File: config.mk
export PLATFORM = sky130hd
export DESIGN_NAME = display_scan_7seg
export DESIGN_NICKNAME = d
export VERILOG_FILES = /design/src/rtl/display_scan_7seg.sv
export SDC_FILE = /design/constraint.sdc
export NUM_CORES = 1
export LEC_CHECK = 0
export ABC_AREA = 1
export CAP_MARGIN = 20
export CORE_MARGIN = 10
export CORE_UTILIZATION = 60
export DETAILED_ROUTE_END_ITERATION = 7
export PLACE_DENSITY = 0.91
export SYNTH_ARGS = -nofsm -noshare
export SYNTH_HDL_FRONTEND = slang
export SYNTH_SLANG_ARGS = --single-unit
File: constraint.sdc
create_clock -name clock -period 5.4 [get_ports clock]
set_input_delay 0.54 -clock clock [delete_from_list [all_inputs] [get_ports clock]]
set_output_delay 0.54 -clock clock [all_outputs]
set_load 0.01 [all_outputs]
File: src/rtl/display_scan_7seg.sv
// Four-digit multiplexed 7-segment scanner.
// Double-buffered digits, swapped into the active set at the end of each sweep.
module display_scan_7seg #(
  parameter int DIV = 50000
) (
  input  logic        clock,
  input  logic        reset,
  input  logic        ligado,
  input  logic [15:0] digitos,
  input  logic [3:0]  pontos,
  input  logic        carregar,
  output logic [1:0]  contador,
  output logic [6:0]  segmentos,
  output logic        ponto,
  output logic        fim_varredura
);

  localparam int CW = $clog2(DIV);
  localparam logic [CW-1:0] LAST = CW'(DIV - 1);

  logic [CW-1:0] div_cnt;
  logic          tick;
  logic [15:0]   shadow_dig;
  logic [3:0]    shadow_pt;
  logic [15:0]   active_dig;
  logic [3:0]    active_pt;
  logic [3:0]    nib;
  logic          pt_sel;
  logic [6:0]    seg_dec;

  assign tick          = ligado && (div_cnt == LAST);
  assign fim_varredura = tick && (contador == 2'd3);

  always_ff @(posedge clock) begin
    if (reset) begin
      div_cnt    <= '0;
      contador   <= '0;
      shadow_dig <= '0;
      shadow_pt  <= '0;
      active_dig <= '0;
      active_pt  <= '0;
    end else begin
      if (carregar) begin
        shadow_dig <= digitos;
        shadow_pt  <= pontos;
      end
      // active takes the pre-edge shadow, so a same-cycle load waits a sweep
      if (fim_varredura) begin
        active_dig <= shadow_dig;
        active_pt  <= shadow_pt;
      end
      if (!ligado) begin
        div_cnt  <= '0;
        contador <= '0;
      end else if (tick) begin
        div_cnt  <= '0;
        contador <= contador + 2'd1;
      end else begin
        div_cnt  <= div_cnt + CW'(1);
      end
    end
  end

  always_comb begin
    nib    = active_dig[3:0];
    pt_sel = active_pt[0];
    unique case (contador)
      2'd0: begin nib = active_dig[3:0];   pt_sel = active_pt[0]; end
      2'd1: begin nib = active_dig[7:4];   pt_sel = active_pt[1]; end
      2'd2: begin nib = active_dig[11:8];  pt_sel = active_pt[2]; end
      2'd3: begin nib = active_dig[15:12]; pt_sel = active_pt[3]; end
    endcase
  end

  always_comb begin
    seg_dec = 7'b1111111;
    unique case (nib)
      4'h0: seg_dec = 7'b1000000;
      4'h1: seg_dec = 7'b1111001;
      4'h2: seg_dec = 7'b0100100;
      4'h3: seg_dec = 7'b0110000;
      4'h4: seg_dec = 7'b0011001;
      4'h5: seg_dec = 7'b0010010;
      4'h6: seg_dec = 7'b0000010;
      4'h7: seg_dec = 7'b1111000;
      4'h8: seg_dec = 7'b0000000;
      4'h9: seg_dec = 7'b0010000;
      4'hA: seg_dec = 7'b0001000;
      4'hB: seg_dec = 7'b0000011;
      4'hC: seg_dec = 7'b1000110;
      4'hD: seg_dec = 7'b0100001;
      4'hE: seg_dec = 7'b0000110;
      4'hF: seg_dec = 7'b0001110;
    endcase
  end

  assign segmentos = ligado ? seg_dec : 7'b1111111;
  assign ponto     = ligado ? ~pt_sel : 1'b1;

endmodule

==> run summary, run 1 <==
The hold-fix buffer count after cts came out at 0. In the routed layout, each cell is associated on average with a via count of between 5 and 6. The minimum period implied by the final worst setup slack came out at between 3000 and 4000 ps. The number of antenna repair diodes is 0. The cell with the biggest individual delay on the critical path is sky130_fd_sc_hd__o21ai_0. The post-route cell area is 3510 sq um.

The synthesis warning total is 0. For this run, the slowest stage of the critical path takes roughly 600 ps. The total count of hold-check failures in the final report is 0. The total negative slack for setup checks is 0 ps. The tightest min-delay check is of the reg -> reg type.

The startpoint class of the critical path is a register. Setup violations remaining at the end of the flow were counted as 0. The area enclosed by the die boundary came out at just over 8000 sq um. The number of nets at the end of the flow is 515. The number of global-route vias before repair is ~2700. Relative to the synthesized area, the layout overhead comes to 17.4%. The final worst-path setup slack is 1630 ps. The I/O pin count is 35. The category of the most critical setup path is reg -> out. The worst max-slew margin expressed relative to the limit is about a third. From left edge to right edge, the die measures a little over 90 um. The clock network power share is roughly 44%.

The site row count came out at 25. Walking the worst path, the cells encountered are inv_1, ha_1, inv_1, nand2_1, o21ai_0, inv_1, ha_1, nand3_1, nand3_1, nand2_1, nand2_1, clkdlybuf4s50_1. The total leakage power is 1.56 nW. The fraction of the yosys area taken by sequential cells came out at roughly two fifths. In this run the number of H-tree levels came out at 3. The placer congestion estimate is ~0.95. The post-synthesis net count is 482. The number of antenna violations at the first check in global routing is 0.

The data arrival time of the critical path is between 3000 and 4000 ps. The endpoint required time on the critical path came out at just under 5000 ps. The count of buffers added on input and output ports is 34. The half-perimeter wire length after detailed placement is between 4000 and 5000 um.

After detailed routing, the number of remaining DRC violations is 0. The length of the first detailed-routing pass in iterations is 5. The total standard cell area after synthesis is 2990 sq um.

On the final layout, the worst clock skew is 6.96 ps. The height of the chip came out at around 91 um. A synthesized cell averages 6.68 sq um. The clock net in this run drives a total of 58 sinks. The maximum number of buffers from clock root to sink came out at 2. The clock latency on the worst-skew pair came out at 330 ps.

After floorplanning, the core was sized to cover about 4800 sq um. The effective utilization at floorplan is a little over three fifths. The switching power of the nets came out at around 0.00020 W. The worst register-to-register path ends at active_dig[9]. The synthesized netlist cell count came out at ~450. The endpoint with the worst hold slack is div_cnt[0]. The final max-slew violation count came out at 0. On the final layout, the worst hold slack is 454 ps. In the finished design, the share of the clock period the worst path needs comes to a little over two thirds. For this block, the routed nets add up to approximately 7000 um of wire.

The biggest fanout along the worst timing path is 8. The global-route layer with the greatest usage is met2. Clock-pin slew was measured on the worst setup and hold paths at 60 ps. For this run, global-route usage on met2 was measured as 28.5%. The total global routing track utilization is ~17%. The first global-routing pass estimated roughly 12000 um of wire. After synthesis, the netlist uses 28 different library cells.

The transition time of the tightest slew-check pin came out at ~1000 ps. The routing usage on met1 came out at approximately a fifth. The critical path starts at contador[0].

Dividing the detail-routed wire length by the instance count gives ~13 um. STA classifies the critical path endpoint as an output pin. The via count came out at approximately 2900. The TritonCTS buffer count is 9.

The largest voltage drop on the vdd net is between 0.2 and 0.25 mV. Power spread over the standard cell area amounts to approximately 250 nW/um^2. The startpoint identified for the worst hold timing path is div_cnt[0].

The cell sitting at the root of the clock tree is a sky130_fd_sc_hd__clkbuf_8. Combinational logic is responsible for about 5.7% of the overall power. Setup repair after global routing left no endpoint under its margin. Of the total power, the share spent switching nets is between 20 and 25%. The initial DRC count came out at between 200 and 300.

Summed over all layers, the global routing overflow is 0. The number of gates resized after cts came out at 0. Cell internal power was estimated by the tool at about 0.00069 W. The layout cell share with drive strength beyond 1 came out at 6.39%. Prior to clock tree synthesis, the placed netlist has a worst setup slack of between 2000 and 2500 ps. The sequential group share of total power came out at between 50% and 60%.

The remaining number of nets flagged by the antenna check after routing came out at 0. The worst register-to-register path begins at div_cnt[0]. The number of instances on the worst hold path is 1. The logic depth of the worst register-to-register path is 7. The area after detailed placement is 3310 sq um.

TritonCTS built the clock tree. For this run, the top clock speed supported by timing is approximately 270 MHz. For flop-to-flop paths, the worst setup slack is roughly 3700 ps.

The flow ran to the end, and the final reports show no timing, DRC or antenna violations. The met3 usage in global routing came out at 4.07%. The count of maximum capacitance violations is 0. The setup fix buffers added after clock tree synthesis came out at 0. The pin count of the biggest net entering global routing came out at between 40 and 50. The count of state elements after synthesis is 58.
## critical path: cells and delay by family (launching register included)
kind / cells / cell delay, ps
flip-flops: 1 / 390
AO/OA/AOI/OAI: 1 / 600
adder cells (fa/ha/maj): 2 / 490
AND/OR/NAND/NOR: 5 / 430
buffers and inverters: 4 / 990
## final cells by class
cell class / instances / area [sq um]
fill: 377 / 1280
clock buffer: 11 / 141
clock inverter: 5 / 53.8
timing repair buffer: 35 / 348
sequential: 58 / 1160
tap: 67 / 83.8
inverter: 52 / 195
multi-input combinational: 324 / 1520
## cells in the mapped netlist, drive strengths merged
cell type | count | share of area [%]
nor3 | 8 | 1.3
nand4 | 8 | 2.2
nor2 | 111 | 15
xor2 | 1 | 0.29
ha | 11 | 4.6
clkbuf | 8 | 1.7
nand2 | 111 | 14
a21oi | 12 | 2.0
o21bai | 1 | 0.38
o221ai | 1 | 0.29
nand3 | 28 | 5.2
inv | 52 | 6.5
nor3b | 2 | 0.50
o21ai | 28 | 4.8
buf | 5 | 1.9
dfxtp | 58 | 39
or2 | 1 | 0.21
o22ai | 1 | 0.21
## cells by family after synthesis
logic type                 Yosys count  share of synthesized area (%)
AOI/OAI and AO/OA                   43                           7.71
xor gates and xnor gates             1                          0.293
adders and majority gates           11                           4.61
buffers and inverters               65                           10.1
DFF                                 58                           38.9
and+or+nand+nor                    269                           38.4
## per-stage QoR
step                      total power [W]  utilization (%)  cells
after floorplan                  0.000479                -    447
after global placement           0.000502             69.2    536
after detailed placement         0.000504             69.2    536
after CTS                        0.000890             73.3    552
after global routing             0.000918             73.3    552
final                            0.000886             73.3    552
## placed cells by master (no fill, tap or decap), types with 3 or more instances in the layout
master                            count
sky130_fd_sc_hd__a21oi_1             12
sky130_fd_sc_hd__clkbuf_8            10
sky130_fd_sc_hd__clkdlybuf4s50_1     34
sky130_fd_sc_hd__clkinv_2             3
sky130_fd_sc_hd__dfxtp_1             58
sky130_fd_sc_hd__ha_1                11
sky130_fd_sc_hd__inv_1               51
sky130_fd_sc_hd__nand2_1            108
sky130_fd_sc_hd__nand3_1             25
sky130_fd_sc_hd__nand3_2              3
sky130_fd_sc_hd__nand4_1              7
sky130_fd_sc_hd__nor2_1             107
sky130_fd_sc_hd__nor3_1               8
sky130_fd_sc_hd__o21ai_0             26
## state kept, by name, indices dropped and copies added (netlist names)
register    count
active_dig     16
div_cnt        16
shadow_dig     16
active_pt       4
shadow_pt       4
contador        2
## power by group through the flow
stage                     combinational [W]  clock (W)  sequential [W]
after floorplan                   0.0000264          0        0.000452
after global placement            0.0000492          0        0.000453
after detailed placement          0.0000504          0        0.000453
after CTS                         0.0000510   0.000395        0.000444
after global routing              0.0000570   0.000416        0.000445
final                             0.0000505   0.000391        0.000444
## how the worst max path moves through the flow
stage	slack, ps	endpoint
floorplan	2770	segmentos[3]
global placement	2240	segmentos[6]
detailed placement	2040	segmentos[3]
CTS	1690	segmentos[3]
global route	1320	segmentos[3]
finish	1630	segmentos[3]
## per-layer routing
layer  up-vias  part of all wire, %
li1       1460                    -
met3        14                  6.7
met5         -                    0
met4         0                  1.8
met2       115                   46
met1      1288                   46
Note: power is estimated with default switching activity, not from simulation.
==> inputs of run 2 (changes only) <==
--- a/config.mk
+++ b/config.mk
@@ -8,9 +8,9 @@
 export ABC_AREA = 1
 export CAP_MARGIN = 20
 export CORE_MARGIN = 10
-export CORE_UTILIZATION = 60
+export CORE_UTILIZATION = 56
 export DETAILED_ROUTE_END_ITERATION = 7
-export PLACE_DENSITY = 0.91
+export PLACE_DENSITY = 0.86
 export SYNTH_ARGS = -nofsm -noshare
 export SYNTH_HDL_FRONTEND = slang
 export SYNTH_SLANG_ARGS = --single-unit
==> constraint.sdc (replaced) <==
create_clock -name clock -period 3.5 [get_ports clock]
set_input_delay 0.35 -clock clock [delete_from_list [all_inputs] [get_ports clock]]
set_output_delay 0.35 -clock clock [all_outputs]
set_load 0.01 [all_outputs]
==> run summary, run 2 (synthesis results as in run 1) <==
The worst reg2reg path startpoint is div_cnt[0]. The effective utilization at floorplan is 58.1% (-4.3 points). The maximum achievable frequency came out at a little over 300 MHz.

The half-perimeter wire length after detailed placement is 4800 um (-2.2%). The area of the core was 5140 sq um (+7.4%). The pin count of the biggest net entering global routing was 41 (unchanged). The wire length on met3 was 527 um (+14%). The biggest fanout along the worst timing path came out at 8 (unchanged).

The I/O pin count is 35 (unchanged). The setup fix buffers added after clock tree synthesis came out at 0 (unchanged). The number of antenna repair diodes came out at 0 (unchanged). The initial DRC count came to 278 (-1.4%). The final max-slew violation count came to 0 (unchanged). The number of levels in the clock H-tree came out at 3 (unchanged). In the layout the commonest cells are sky130_fd_sc_hd__nand2_1, sky130_fd_sc_hd__nor2_1, sky130_fd_sc_hd__dfxtp_1, sky130_fd_sc_hd__inv_1, sky130_fd_sc_hd__clkdlybuf4s50_1. Leaving out fill and tap cells, the most frequent cell in the layout is sky130_fd_sc_hd__nand2_1. The site row count is 26 (+4.0%). The largest incremental delay on the critical path came out at 550 ps (-50 ps). The most critical setup path has its startpoint at contador[0].

Counting I/O delays and the setup requirement, the final critical path takes between 3000 and 4000 ps. The TritonCTS buffer count came out at 9 (unchanged). The clock transition time at the flip-flop clock pins of the worst setup and hold paths came out at 60 ps (about the same). The number of fill cells in the layout came out at 457 (+21%).

The worst hold-check slack is 448 ps (-6.71 ps). STA classifies the critical path endpoint as an output pin. In this run the clock root is driven by a sky130_fd_sc_hd__clkbuf_8.

The via count is 2881 (+0.14%). The length of the first detailed-routing pass in iterations came out at 5 (unchanged). The total leakage power came out at 1.57 nW (+0.69%).

The largest voltage drop on the vdd net came to 0.293 mV (+42%). The clock latency on the worst-skew pair came out at 340 ps (about the same). TritonCTS built the clock tree. The number of nets at the end of the flow is 516 (+0.19%). In the final layout, the registers with the most flip-flops are active_dig: 16 flops, div_cnt: 16 flops, shadow_dig: 16 flops. STA classifies the critical path startpoint as a register. The signal on the critical path passes through inv_1, ha_1, inv_2, nand2_1, o21ai_0, buf_4, ha_1, nand3_1, or2_2, nand3_1, clkdlybuf4s50_1. The data arrival time of the critical path came out at 2880 ps (-350 ps). The final setup skew is 4.42 ps (-2.54 ps). The fraction of the cycle the final worst path needs is about 92%.

The count of endpoints failing setup in the final report came to 0 (unchanged). The endpoint required time on the critical path is 3150 ps (-1710 ps). The count of buffers from port buffering was 34 (unchanged). The placer congestion estimate is 0.922 (-2.6%). The global-route wire length before repair came out at 11500 um (-5.5%).

The height of the chip is 93.0 um (+2.7%). The die width came out at 93.0 um (+2.7%). The worst max-slew margin expressed relative to the limit came out at 30.5% (-2.7 points). The total global routing track utilization is 16.1% (-1.2 points). The worst setup path is of the reg -> out kind. The total count of hold-check failures in the final report is 0 (unchanged). The flow ran to the end, and the final reports show no timing, DRC or antenna violations. The total negative slack for setup checks came out at 0 ps (unchanged).

The post-detailed-route via-to-cell ratio is 5.18 (-0.58%). The sum of met2 wire segment lengths after detailed routing is 3190 um (+0.89%). The clock sink total is 58 (unchanged). The count of maximum capacitance violations came out at 0 (unchanged). The power density relative to cell area is 406 nW/um^2 (+61%). The DRC violation count after routing came out at 0 (unchanged). The count of buffer and inverter cells on the critical path came out at 4 (unchanged). The startpoint identified for the worst hold timing path is div_cnt[0]. The total congestion overflow came to 0 (unchanged). The hold-fix buffer count after cts was 0 (unchanged). The number of antenna violations at the first check in global routing is 0 (unchanged). The overall routed net length came out at 6860 um (-1.2%).

Routed signal wires occupy layers up through met4. For this design, the slowest cell found on the critical path is sky130_fd_sc_hd__clkdlybuf4s50_1. The detail-routed net length per standard cell is 12.3 um (-1.9%).

The number of global-route vias before repair was 2607 (-4.7%). The area enclosed by the die boundary came out at 8650 sq um (+5.6%). The met1 wire length is 3040 um (-4.9%). The maximum number of buffers from clock root to sink is 2 (unchanged).

The layout cell share with drive strength beyond 1 was 7.00% (+0.60 points). The top cell family by delay on the critical path is buffers and inverters. The worst hold path belongs to the class reg -> reg.

The transition time of the tightest slew-check pin is 1040 ps (+39.8 ps). The remaining number of nets flagged by the antenna check after routing is 0 (unchanged). Setup repair after global routing left no endpoint under its margin. The synthesis-to-finish area growth came out at 19.1%.
==> run 2: cell count changes in the layout (fill, tap and decap cells not counted), sizes merged <==
cell,delta
buf,+1
bufinv,+1
clkinv,-2
clkinvlp,+1
==> run 2: routing by layer <==
layer,vias up,track usage [%]
met2,110,26.1
met1,1293,19.1
met4,0,6.94
li1,1465,-
met3,13,5.44
met5,-,0
==> run 2: area by class of cell <==
cell class	count	area (sq um)	area share, %
clock inverters	5	77.6	2.18
multi-input cells	324	1540	43.2
repair buffers	36	355	9.99
clock buffers	11	141	3.98
well taps	70	87.6	2.46
flip-flops and latches	58	1160	32.7
inverters	52	195	5.49
==> run 2: what timing repair did <==
item                                    4_1_cts  5_1_grt
endpoints found under the setup margin        0        6
endpoints found under the hold margin         0        0
resized for setup                             0        3
==> run 2: path summary, 6_finish.rpt <==
check / endpoint / slack (ps) / cells after the start
worst max-delay path: segmentos[6] / 270 / 11
worst min-delay path: div_cnt[0] / 450 / 1
worst max register to register: active_dig[8] / 1800 / 7
worst min register to register: div_cnt[0] / 450 / 1
==> run 2: power by group <==
group          total (W)  leakage, nW  internal, W  switching [W]
Sequential      0.000686        0.473     0.000677     0.00000850
Clock           0.000679        0.109     0.000418       0.000261
Combinational  0.0000782        0.984    0.0000402      0.0000380
==> run 2: per-stage QoR <==
stage               area (sq um)  setup WS, ps  power [W]  instances  utilization (%)
floorplan                   2990          1060   0.000738        447                -
global placement            3320           653   0.000775        540             64.7
detailed placement          3320           483   0.000778        540             64.7
CTS                         3540          69.8    0.00146        556             68.9
global route                3560          63.5    0.00150        556             69.2
finish                      3560           273    0.00144        556             69.2
==> inputs of run 3 (changes only) <==
--- a/config.mk
+++ b/config.mk
@@ -6,7 +6,7 @@
 export NUM_CORES = 1
 export LEC_CHECK = 0
 export ABC_AREA = 1
-export CAP_MARGIN = 20
+export ABC_CLOCK_PERIOD_IN_PS = 3500
 export CORE_MARGIN = 10
 export CORE_UTILIZATION = 56
 export DETAILED_ROUTE_END_ITERATION = 7
==> results of run 3 <==
Final layout, timing and power as in run 2 (identical DEF).
